### src/rtl/jtdd2_dwnld_pkg.sv
// Shared constants and types for the DD2 download translator.
// Optional build macro: JTDD2_DWNLD_CHECKSUM_EN (see jtdd2_dwnld.sv).
package jtdd2_dwnld_pkg;

    // Byte addresses of the ioctl ROM regions
    localparam logic [21:0] CHAR_ADDR  = 22'h080000;
    localparam logic [21:0] SCRZW_ADDR = 22'h090000;
    localparam logic [21:0] SCRXY_ADDR = 22'h0B0000;
    localparam logic [21:0] OBJWZ_ADDR = 22'h0D0000;
    localparam logic [21:0] OBJXY_ADDR = 22'h130000;
    localparam logic [21:0] PROM_ADDR  = 22'h190000;
    localparam logic [21:0] PROM_END   = 22'h190200;

    // SDRAM word bases of the interleaved planes
    localparam logic [21:0] SCR_SDRAM  = 22'h060000;
    localparam logic [21:0] OBJ_SDRAM  = 22'h080000;

    // Active-low byte enables
    localparam logic [1:0] MASK_LO   = 2'b10;
    localparam logic [1:0] MASK_HI   = 2'b01;
    localparam logic [1:0] MASK_NONE = 2'b11;

    typedef struct packed {
        logic [21:0] addr;
        logic [7:0]  data;
        logic [1:0]  mask;
        logic        is_prom;
    } entry_t;

    localparam int ENTRY_W = 22 + 8 + 2 + 1;

    typedef enum logic [2:0] {
        REG_MAIN, REG_CHAR, REG_SCRZW, REG_SCRXY,
        REG_OBJWZ, REG_OBJXY, REG_PROM, REG_DROP
    } region_e;

    typedef enum logic [1:0] {
        ST_IDLE  = 2'd0,
        ST_ISSUE = 2'd1,
        ST_WAIT  = 2'd2
    } state_e;

    // Classify a byte address into its ROM region
    function automatic region_e region_of(input logic [21:0] a);
        if      (a < CHAR_ADDR)  return REG_MAIN;
        else if (a < SCRZW_ADDR) return REG_CHAR;
        else if (a < SCRXY_ADDR) return REG_SCRZW;
        else if (a < OBJWZ_ADDR) return REG_SCRXY;
        else if (a < OBJXY_ADDR) return REG_OBJWZ;
        else if (a < PROM_ADDR)  return REG_OBJXY;
        else if (a < PROM_END)   return REG_PROM;
        else                     return REG_DROP;
    endfunction

endpackage

### src/rtl/jtdd2_dwnld_if.sv
// Download-side bus: ioctl byte stream in, SDRAM/PROM programming out.
interface jtdd2_dwnld_if;
    logic        downloading;
    logic [21:0] ioctl_addr;
    logic [7:0]  ioctl_data;
    logic        ioctl_wr;
    logic        sdram_ack;
    logic [21:0] prog_addr;
    logic [7:0]  prog_data;
    logic [1:0]  prog_mask;
    logic        prog_we;
    logic        prom_we;
    logic        dwnld_busy;
    logic        overflow;
    logic [15:0] checksum;

    // The translator: consumes the ioctl stream, issues programming writes
    modport master (
        input  downloading, ioctl_addr, ioctl_data, ioctl_wr, sdram_ack,
        output prog_addr, prog_data, prog_mask, prog_we, prom_we,
        dwnld_busy, overflow, checksum
    );

    // The environment: ioctl source and SDRAM slot controller
    modport slave (
        output downloading, ioctl_addr, ioctl_data, ioctl_wr, sdram_ack,
        input  prog_addr, prog_data, prog_mask, prog_we, prom_we,
        dwnld_busy, overflow, checksum
    );
endinterface

### src/rtl/jtdd2_dwnld_fifo.sv
// Two-entry queue with same-cycle push/pop and synchronous flush.
module jtdd2_dwnld_fifo
    import jtdd2_dwnld_pkg::*;
(
    input  logic   clk,
    input  logic   rst_n,
    input  logic   flush,
    input  logic   push,
    input  entry_t wr_entry,
    input  logic   pop,
    output entry_t rd_entry,
    output logic   push_ok,
    output logic   empty,
    output logic   full
);

    logic [ENTRY_W-1:0] mem [2];
    logic               wr_ptr;
    logic               rd_ptr;
    logic [1:0]         count;
    logic               pop_ok;

    assign empty    = (count == 2'd0);
    assign full     = (count == 2'd2);
    // A full queue still accepts a byte when the head leaves in the same cycle
    assign push_ok  = push && !flush && (!full || pop);
    assign pop_ok   = pop && !empty && !flush;
    assign rd_entry = entry_t'(mem[rd_ptr]);

    // Storage write
    // NOTE: payload storage carries no reset; occupancy is tracked by count, so stale data is never read.
    always_ff @(posedge clk) begin
        if (push_ok) mem[wr_ptr] <= ENTRY_W'(wr_entry);
    end

    // Pointer and occupancy tracking
    // NOTE: sequential state uses non-blocking assignments so every register samples pre-edge values.
    always_ff @(posedge clk or negedge rst_n) begin
        if (!rst_n) begin
            wr_ptr <= 1'b0;
            rd_ptr <= 1'b0;
            count  <= 2'd0;
        end else if (flush) begin
            wr_ptr <= 1'b0;
            rd_ptr <= 1'b0;
            count  <= 2'd0;
        end else begin
            wr_ptr <= wr_ptr ^ push_ok;
            rd_ptr <= rd_ptr ^ pop_ok;
            count  <= count + 2'(push_ok) - 2'(pop_ok);
        end
    end

endmodule

### src/rtl/jtdd2_dwnld.sv
// DD2 download translator: ioctl bytes -> interleaved SDRAM writes / PROM strobes.
// Optional macro JTDD2_DWNLD_CHECKSUM_EN builds a 16-bit sum of queued bytes.
module jtdd2_dwnld
    import jtdd2_dwnld_pkg::*;
(
    input  logic          clk,
    input  logic          rst_n,
    jtdd2_dwnld_if.master bus
);

    entry_t  in_entry, head;
    logic    in_keep, push_req, push_ok, empty, full;
    logic    dl_d, dl_rise;
    logic    pop, load_sdram, load_prom;
    state_e  state, state_nxt;

    logic [21:0] prog_addr;
    logic [7:0]  prog_data;
    logic [1:0]  prog_mask;
    logic        prog_we, prom_we, overflow;

    assign dl_rise  = bus.downloading && !dl_d;
    assign push_req = bus.ioctl_wr && bus.downloading && in_keep;

    // Translate the current ioctl byte into a queue entry
    // NOTE: every always_comb output gets a default first so no path can infer a latch.
    always_comb begin
        logic [21:0] a;
        a        = bus.ioctl_addr;
        in_keep  = 1'b1;
        in_entry = '{addr: {1'b0, a[21:1]}, data: bus.ioctl_data,
                     mask: a[0] ? MASK_HI : MASK_LO, is_prom: 1'b0};
        unique case (region_of(a))
            REG_SCRZW: begin in_entry.addr = SCR_SDRAM + (a - SCRZW_ADDR); in_entry.mask = MASK_LO; end
            REG_SCRXY: begin in_entry.addr = SCR_SDRAM + (a - SCRXY_ADDR); in_entry.mask = MASK_HI; end
            REG_OBJWZ: begin in_entry.addr = OBJ_SDRAM + (a - OBJWZ_ADDR); in_entry.mask = MASK_LO; end
            REG_OBJXY: begin in_entry.addr = OBJ_SDRAM + (a - OBJXY_ADDR); in_entry.mask = MASK_HI; end
            REG_PROM: begin
                in_entry.addr    = a - PROM_ADDR;
                in_entry.mask    = MASK_NONE;
                in_entry.is_prom = 1'b1;
            end
            REG_DROP: in_keep = 1'b0;
            default: ;
        endcase
    end

    jtdd2_dwnld_fifo u_fifo (
        .clk      (clk),
        .rst_n    (rst_n),
        .flush    (dl_rise),
        .push     (push_req),
        .wr_entry (in_entry),
        .pop      (pop),
        .rd_entry (head),
        .push_ok  (push_ok),
        .empty    (empty),
        .full     (full)
    );

    // FSM state register
    always_ff @(posedge clk or negedge rst_n) begin
        if (!rst_n) state <= ST_IDLE;
        else        state <= state_nxt;
    end

    // FSM next state; a new download always restarts from idle
    always_comb begin
        state_nxt = state;
        unique case (state)
            ST_IDLE:  if (!empty) state_nxt = ST_ISSUE;
            ST_ISSUE: state_nxt = head.is_prom ? ST_IDLE : ST_WAIT;
            ST_WAIT:  if (bus.sdram_ack) state_nxt = ST_IDLE;
            default:  state_nxt = ST_IDLE;
        endcase
        if (dl_rise) state_nxt = ST_IDLE;
    end

    // FSM outputs: load the head into the prog registers and pop when done
    always_comb begin
        load_prom  = (state == ST_ISSUE) &&  head.is_prom && !dl_rise;
        load_sdram = (state == ST_ISSUE) && !head.is_prom && !dl_rise;
        pop        = load_prom || ((state == ST_WAIT) && bus.sdram_ack);
    end

    // Programming outputs, download-edge detector and sticky overflow
    always_ff @(posedge clk or negedge rst_n) begin
        if (!rst_n) begin
            dl_d      <= 1'b0;
            prog_addr <= '0;
            prog_data <= '0;
            prog_mask <= '0;
            prog_we   <= 1'b0;
            prom_we   <= 1'b0;
            overflow  <= 1'b0;
        end else begin
            dl_d    <= bus.downloading;
            prom_we <= load_prom;
            if (load_prom || load_sdram) begin
                prog_addr <= head.addr;
                prog_data <= head.data;
                prog_mask <= head.mask;
            end
            if (dl_rise) begin
                prog_we  <= 1'b0;
                overflow <= 1'b0;
            end else begin
                if (load_sdram)                                   prog_we <= 1'b1;
                else if ((state == ST_WAIT) && bus.sdram_ack)     prog_we <= 1'b0;
                if (push_req && !push_ok)                         overflow <= 1'b1;
            end
        end
    end

`ifdef JTDD2_DWNLD_CHECKSUM_EN
    logic [15:0] sum;

    // Wrapping sum of every byte accepted into the queue
    always_ff @(posedge clk or negedge rst_n) begin
        if (!rst_n)       sum <= 16'd0;
        else if (dl_rise) sum <= 16'd0;
        else if (push_ok) sum <= sum + {8'd0, bus.ioctl_data};
    end
    assign bus.checksum = sum;
`else
    assign bus.checksum = 16'd0;
`endif

    assign bus.prog_addr  = prog_addr;
    assign bus.prog_data  = prog_data;
    assign bus.prog_mask  = prog_mask;
    assign bus.prog_we    = prog_we;
    assign bus.prom_we    = prom_we;
    assign bus.overflow   = overflow;
    assign bus.dwnld_busy = bus.downloading || !empty || prog_we;

endmodule

### src/flat_wrapper.sv
// flat-port wrapper written by rule: the top's interface ports become plain ports
module jtdd2_dwnld_flat import jtdd2_dwnld_pkg::*;
  (clk, rst_n, bus_downloading, bus_ioctl_addr, bus_ioctl_data, bus_ioctl_wr, bus_sdram_ack, bus_prog_addr, bus_prog_data, bus_prog_mask, bus_prog_we, bus_prom_we, bus_dwnld_busy, bus_overflow, bus_checksum);
  jtdd2_dwnld_if bus_i ();
  input  logic clk;
  input  logic rst_n;
  input wire logic [$bits(bus_i.downloading)-1:0] bus_downloading;
  input wire logic [$bits(bus_i.ioctl_addr)-1:0] bus_ioctl_addr;
  input wire logic [$bits(bus_i.ioctl_data)-1:0] bus_ioctl_data;
  input wire logic [$bits(bus_i.ioctl_wr)-1:0] bus_ioctl_wr;
  input wire logic [$bits(bus_i.sdram_ack)-1:0] bus_sdram_ack;
  output wire logic [$bits(bus_i.prog_addr)-1:0] bus_prog_addr;
  output wire logic [$bits(bus_i.prog_data)-1:0] bus_prog_data;
  output wire logic [$bits(bus_i.prog_mask)-1:0] bus_prog_mask;
  output wire logic [$bits(bus_i.prog_we)-1:0] bus_prog_we;
  output wire logic [$bits(bus_i.prom_we)-1:0] bus_prom_we;
  output wire logic [$bits(bus_i.dwnld_busy)-1:0] bus_dwnld_busy;
  output wire logic [$bits(bus_i.overflow)-1:0] bus_overflow;
  output wire logic [$bits(bus_i.checksum)-1:0] bus_checksum;
  assign bus_i.downloading = bus_downloading;
  assign bus_i.ioctl_addr = bus_ioctl_addr;
  assign bus_i.ioctl_data = bus_ioctl_data;
  assign bus_i.ioctl_wr = bus_ioctl_wr;
  assign bus_i.sdram_ack = bus_sdram_ack;
  assign bus_prog_addr = bus_i.prog_addr;
  assign bus_prog_data = bus_i.prog_data;
  assign bus_prog_mask = bus_i.prog_mask;
  assign bus_prog_we = bus_i.prog_we;
  assign bus_prom_we = bus_i.prom_we;
  assign bus_dwnld_busy = bus_i.dwnld_busy;
  assign bus_overflow = bus_i.overflow;
  assign bus_checksum = bus_i.checksum;
  jtdd2_dwnld u_core (.clk(clk), .rst_n(rst_n), .bus(bus_i));
endmodule
### config.mk
export PLATFORM = sky130hd
export DESIGN_NAME = jtdd2_dwnld_flat
export DESIGN_NICKNAME = d
export VERILOG_FILES = /design/src/rtl/jtdd2_dwnld_pkg.sv /design/src/rtl/jtdd2_dwnld_if.sv /design/src/rtl/jtdd2_dwnld_fifo.sv /design/src/rtl/jtdd2_dwnld.sv /design/src/flat_wrapper.sv
export SDC_FILE = /design/constraint.sdc
export NUM_CORES = 1
export LEC_CHECK = 0
export CAP_MARGIN = 20
export CELL_PAD_IN_SITES_DETAIL_PLACEMENT = 0
export CELL_PAD_IN_SITES_GLOBAL_PLACEMENT = 2
export CORE_ASPECT_RATIO = 1.1
export CORE_MARGIN = 1.5
export CORE_UTILIZATION = 27
export CTS_CLUSTER_DIAMETER = 60
export DETAILED_ROUTE_END_ITERATION = 8
export PLACE_DENSITY = 0.74
export SYNTH_ARGS = -nofsm -noshare
export SYNTH_HDL_FRONTEND = slang
export SYNTH_SLANG_ARGS = --single-unit
export TNS_END_PERCENT = 100
### constraint.sdc
create_clock -name clk -period 3.4 [get_ports clk]
set_clock_uncertainty 0.2 [all_clocks]
set_input_delay 0.68 -clock clk [delete_from_list [all_inputs] [get_ports clk]]
set_output_delay 0.68 -clock clk [all_outputs]
set_load 0.02 [all_outputs]
==> flow_summary_export.csv <==
group,metric,value,unit
floorplanning,fp.coreArea,0.0177,mm^2
worst_setup_path,path_delay_family,"adder cells",
grt,grt_max_degree,41,
synth,yosysTopAreaCell,"edfxtp_1",
synth,synth.cell_area,0.00491,mm^2
worst_setup_path,cp.required,3.43,ns
clocking,cts_resized,0,
floorplanning,fp.dieW,132,um
layout,synthToLayoutAreaGrowth,28.9,%
floorplanning,dieHeight,144,um
worst_setup_path,slowest_stage,"clkdlybuf4s50_1",
grt,grt_pass1_wl,15400,um
clocking,clock_sink_count,108,
detailed_routing,wire_per_inst,13.5,um
sta,setup_violations,0,
sta,slew_violations,0,
sta,rsz0062_at_grt,"false",
worst_setup_path,worst-path-buf-inv,3,
grt,antenna_found_initial,0,
layout,nets,505,
synth,yosysUniqueCellTypes,56,
sta,fin_tns_setup,0,ns
detailed_routing,vias_per_cell,4.33,
synth,synth_cells,369,
detailed_routing,wirelength,9560,um
placement,hpwl,7050,um
layout,fin_util,0.357,
grt,grt.overflow.total,0,
synth,synth_edf_count,66,
placement,preCtsSetupSlack,-0.0462,ns
power_and_ir_drop,p_per_area,641,mW/mm^2
clocking,numCtsBuffers,9,
layout,fin_area,0.00632,mm^2
placement,place_congestion,0.782,
power_and_ir_drop,peakVddDrop,0.274,mV
clocking,cts_tree,"built",
grt,grt_pass1_vias,3075,
detailed_routing,firstDrtPassIters,4,
floorplanning,dieArea,0.0190,mm^2
synth,yosys_warnings,0,
status,status,"finished, final reports clean",
synth,synth-seq-area-share,0.618,
floorplanning,rows,51,
worst_setup_path,critPathArrivalTime,3.10,ns
synth,synth_top_area_share,0.404,
clocking,clk_pin_slew,0.07,ns
synth,synth-main-ff-cell,"edfxtp_1",
synth,synth_area_leaders,"edfxtp_1 40%, dfrtp_1 21%, mux2i_1 6.9%",
synth,synth.most_common_cell,"edfxtp_1",
clocking,postCtsHoldBufs,0,
detailed_routing,drtIter0Drc,135,
layout,drive_above_1_share,0.175,
synth,synth_commonest_cells,"66 x edfxtp_1, 44 x nor2_1, 42 x dfrtp_1",
detailed_routing,final_antenna_net_count,0,
sta,max_freq,0.326,GHz
sta,hold_violations,0,
sta,setup_ws,0.332,ns
placement,portBuffers,70,
synth,ys_ff_latch,108,
worst_hold_path,hold_class,"in -> async",
layout,instances_no_fill,706,
worst_setup_path,start_kind,"primary input",
clocking,clkLatencyLatePin,0.34,ns
synth,syn_avg_cell_area,13.3,um^2
clocking,clockRootBuffer,"clkbuf_16",
clocking,clock_path_buffers,2,
detailed_routing,drc,0,
sta,slew_headroom,0.572,
sta,hold_ws,0.159,ns
clocking,htree_levels,3,
floorplanning,io_pins,87,
worst_setup_path,cpPeakStageDelay,0.49,ns
sta,min_period_over_period,0.902,
sta,tightest_slew,0.642,ns
grt,track_usage,0.103,
power_and_ir_drop,leakagePower,2.38,nW
clocking,post-cts-setup-buffer-count,0,
placement,dp.cells,690,
run,cap_violations,0,
worst_setup_path,path_class,"in -> reg",
placement,placed_area,0.00604,mm^2
detailed_routing,via_count,3057,
floorplanning,initial_core_util,0.277,
power_and_ir_drop,total_power,4.05,mW
worst_setup_path,path_cells,"clkdlybuf4s50_1 -> inv_1 -> ha_1 -> nor2_1 -> nand4b_2 -> nor2_1 -> o211a_1 -> nand3_1 -> ha_1 -> inv_1 -> ha_1 -> xor2_1 -> xnor2_1 -> nor2_1",
layout,diodes,0,
sta,finalCriticalPeriod,3.07,ns
synth,synthArstFlopShare,0.389,
worst_setup_path,end_kind,"register",
worst_setup_path,critPathMaxFanout,2,
final timing paths:
| check | from | endpoint | slack [ns] | cells past startpoint |
|---|---|---|---|---|
| worst max-delay path | bus_ioctl_addr[16] | u_core.u_fifo.count[1] | 0.33 | 14 |
| min in group clk | u_core.state[1] | u_core.state[0] | 0.31 | 1 |
| worst min-delay path | rst_n | u_core.bus.prom_we | 0.16 | 1 |
| worst max register to register | u_core.state[1] | u_core.u_fifo.count[1] | 0.92 | 11 |
| worst min register to register | u_core.state[1] | u_core.state[0] | 0.31 | 1 |
| max in group asynchronous | rst_n | u_core.bus.prog_addr[20] | 2.15 | 2 |
report_power, final:
part,leakage (nW),internal [mW],switching (mW),total [mW]
Clock,0.139,0.522,0.452,0.974
Combinational,1.16,0.630,0.696,1.33
Sequential,1.08,1.63,0.127,1.75
Total,2.38,2.78,1.27,4.05
flip-flops by register name, summed over array words and instances, names as in the netlist:
| signal | count |
|---|---|
| u_core.u_fifo.wr_ptr | 1 |
| u_core.state | 2 |
| u_core.bus.prog_addr | 22 |
| u_core.bus.prog_mask | 2 |
| u_core.u_fifo.mem | 66 |
| u_core.bus.overflow | 1 |
| u_core.bus.prog_data | 8 |
| u_core.bus.prom_we | 1 |
| u_core.u_fifo.count | 2 |
| u_core.dl_d | 1 |
| u_core.bus.prog_we | 1 |
| u_core.u_fifo.rd_ptr | 1 |
cells by family (layout without fill, tap and decap cells):
kind of cell	Yosys count	after routing	synth area share
AOI/OAI and AO/OA	69	69	0.0892
xor gates and xnor gates	4	4	0.00714
adders and majority gates	7	7	0.0178
buffers and inverters	44	128	0.0563
DFF	108	108	0.618
muxes	51	51	0.121
other	1	16	0.000764
and+or+nand+nor	85	85	0.0892
cells in the final DEF, fill, tap and decap left out, types with 5 or more instances in the layout:
cell type	count
mux2_4	17
mux2i_1	34
nor2_1	43
o21ai_0	6
nand2_1	6
buf_12	5
clkbuf_16	9
dfrtp_1	41
ha_1	5
inv_1	9
a21oi_1	37
nor2b_1	8
buf_4	28
nand2b_1	5
conb_1	16
edfxtp_1	66
clkdlybuf4s50_1	69
metal layers:
metal / share of wire / GRT usage
met1: 0.44 / 0.120
met2: 0.52 / 0.191
met3: 0.027 / 0.0161
met4: 0.013 / 0.0386
met5: 0 / 0
cell type report:
type                            count  area, um^2
Fill cell                        1791       11400
Sequential cell                   108        3030
Multi-Input combinational cell    232        1670
Timing Repair Buffer              103        1010
Tap cell                          238         298
Clock buffer                       10         239
Clock inverter                      6        47.5
Inverter                            9        33.8
(Power assumes the default switching activity.)
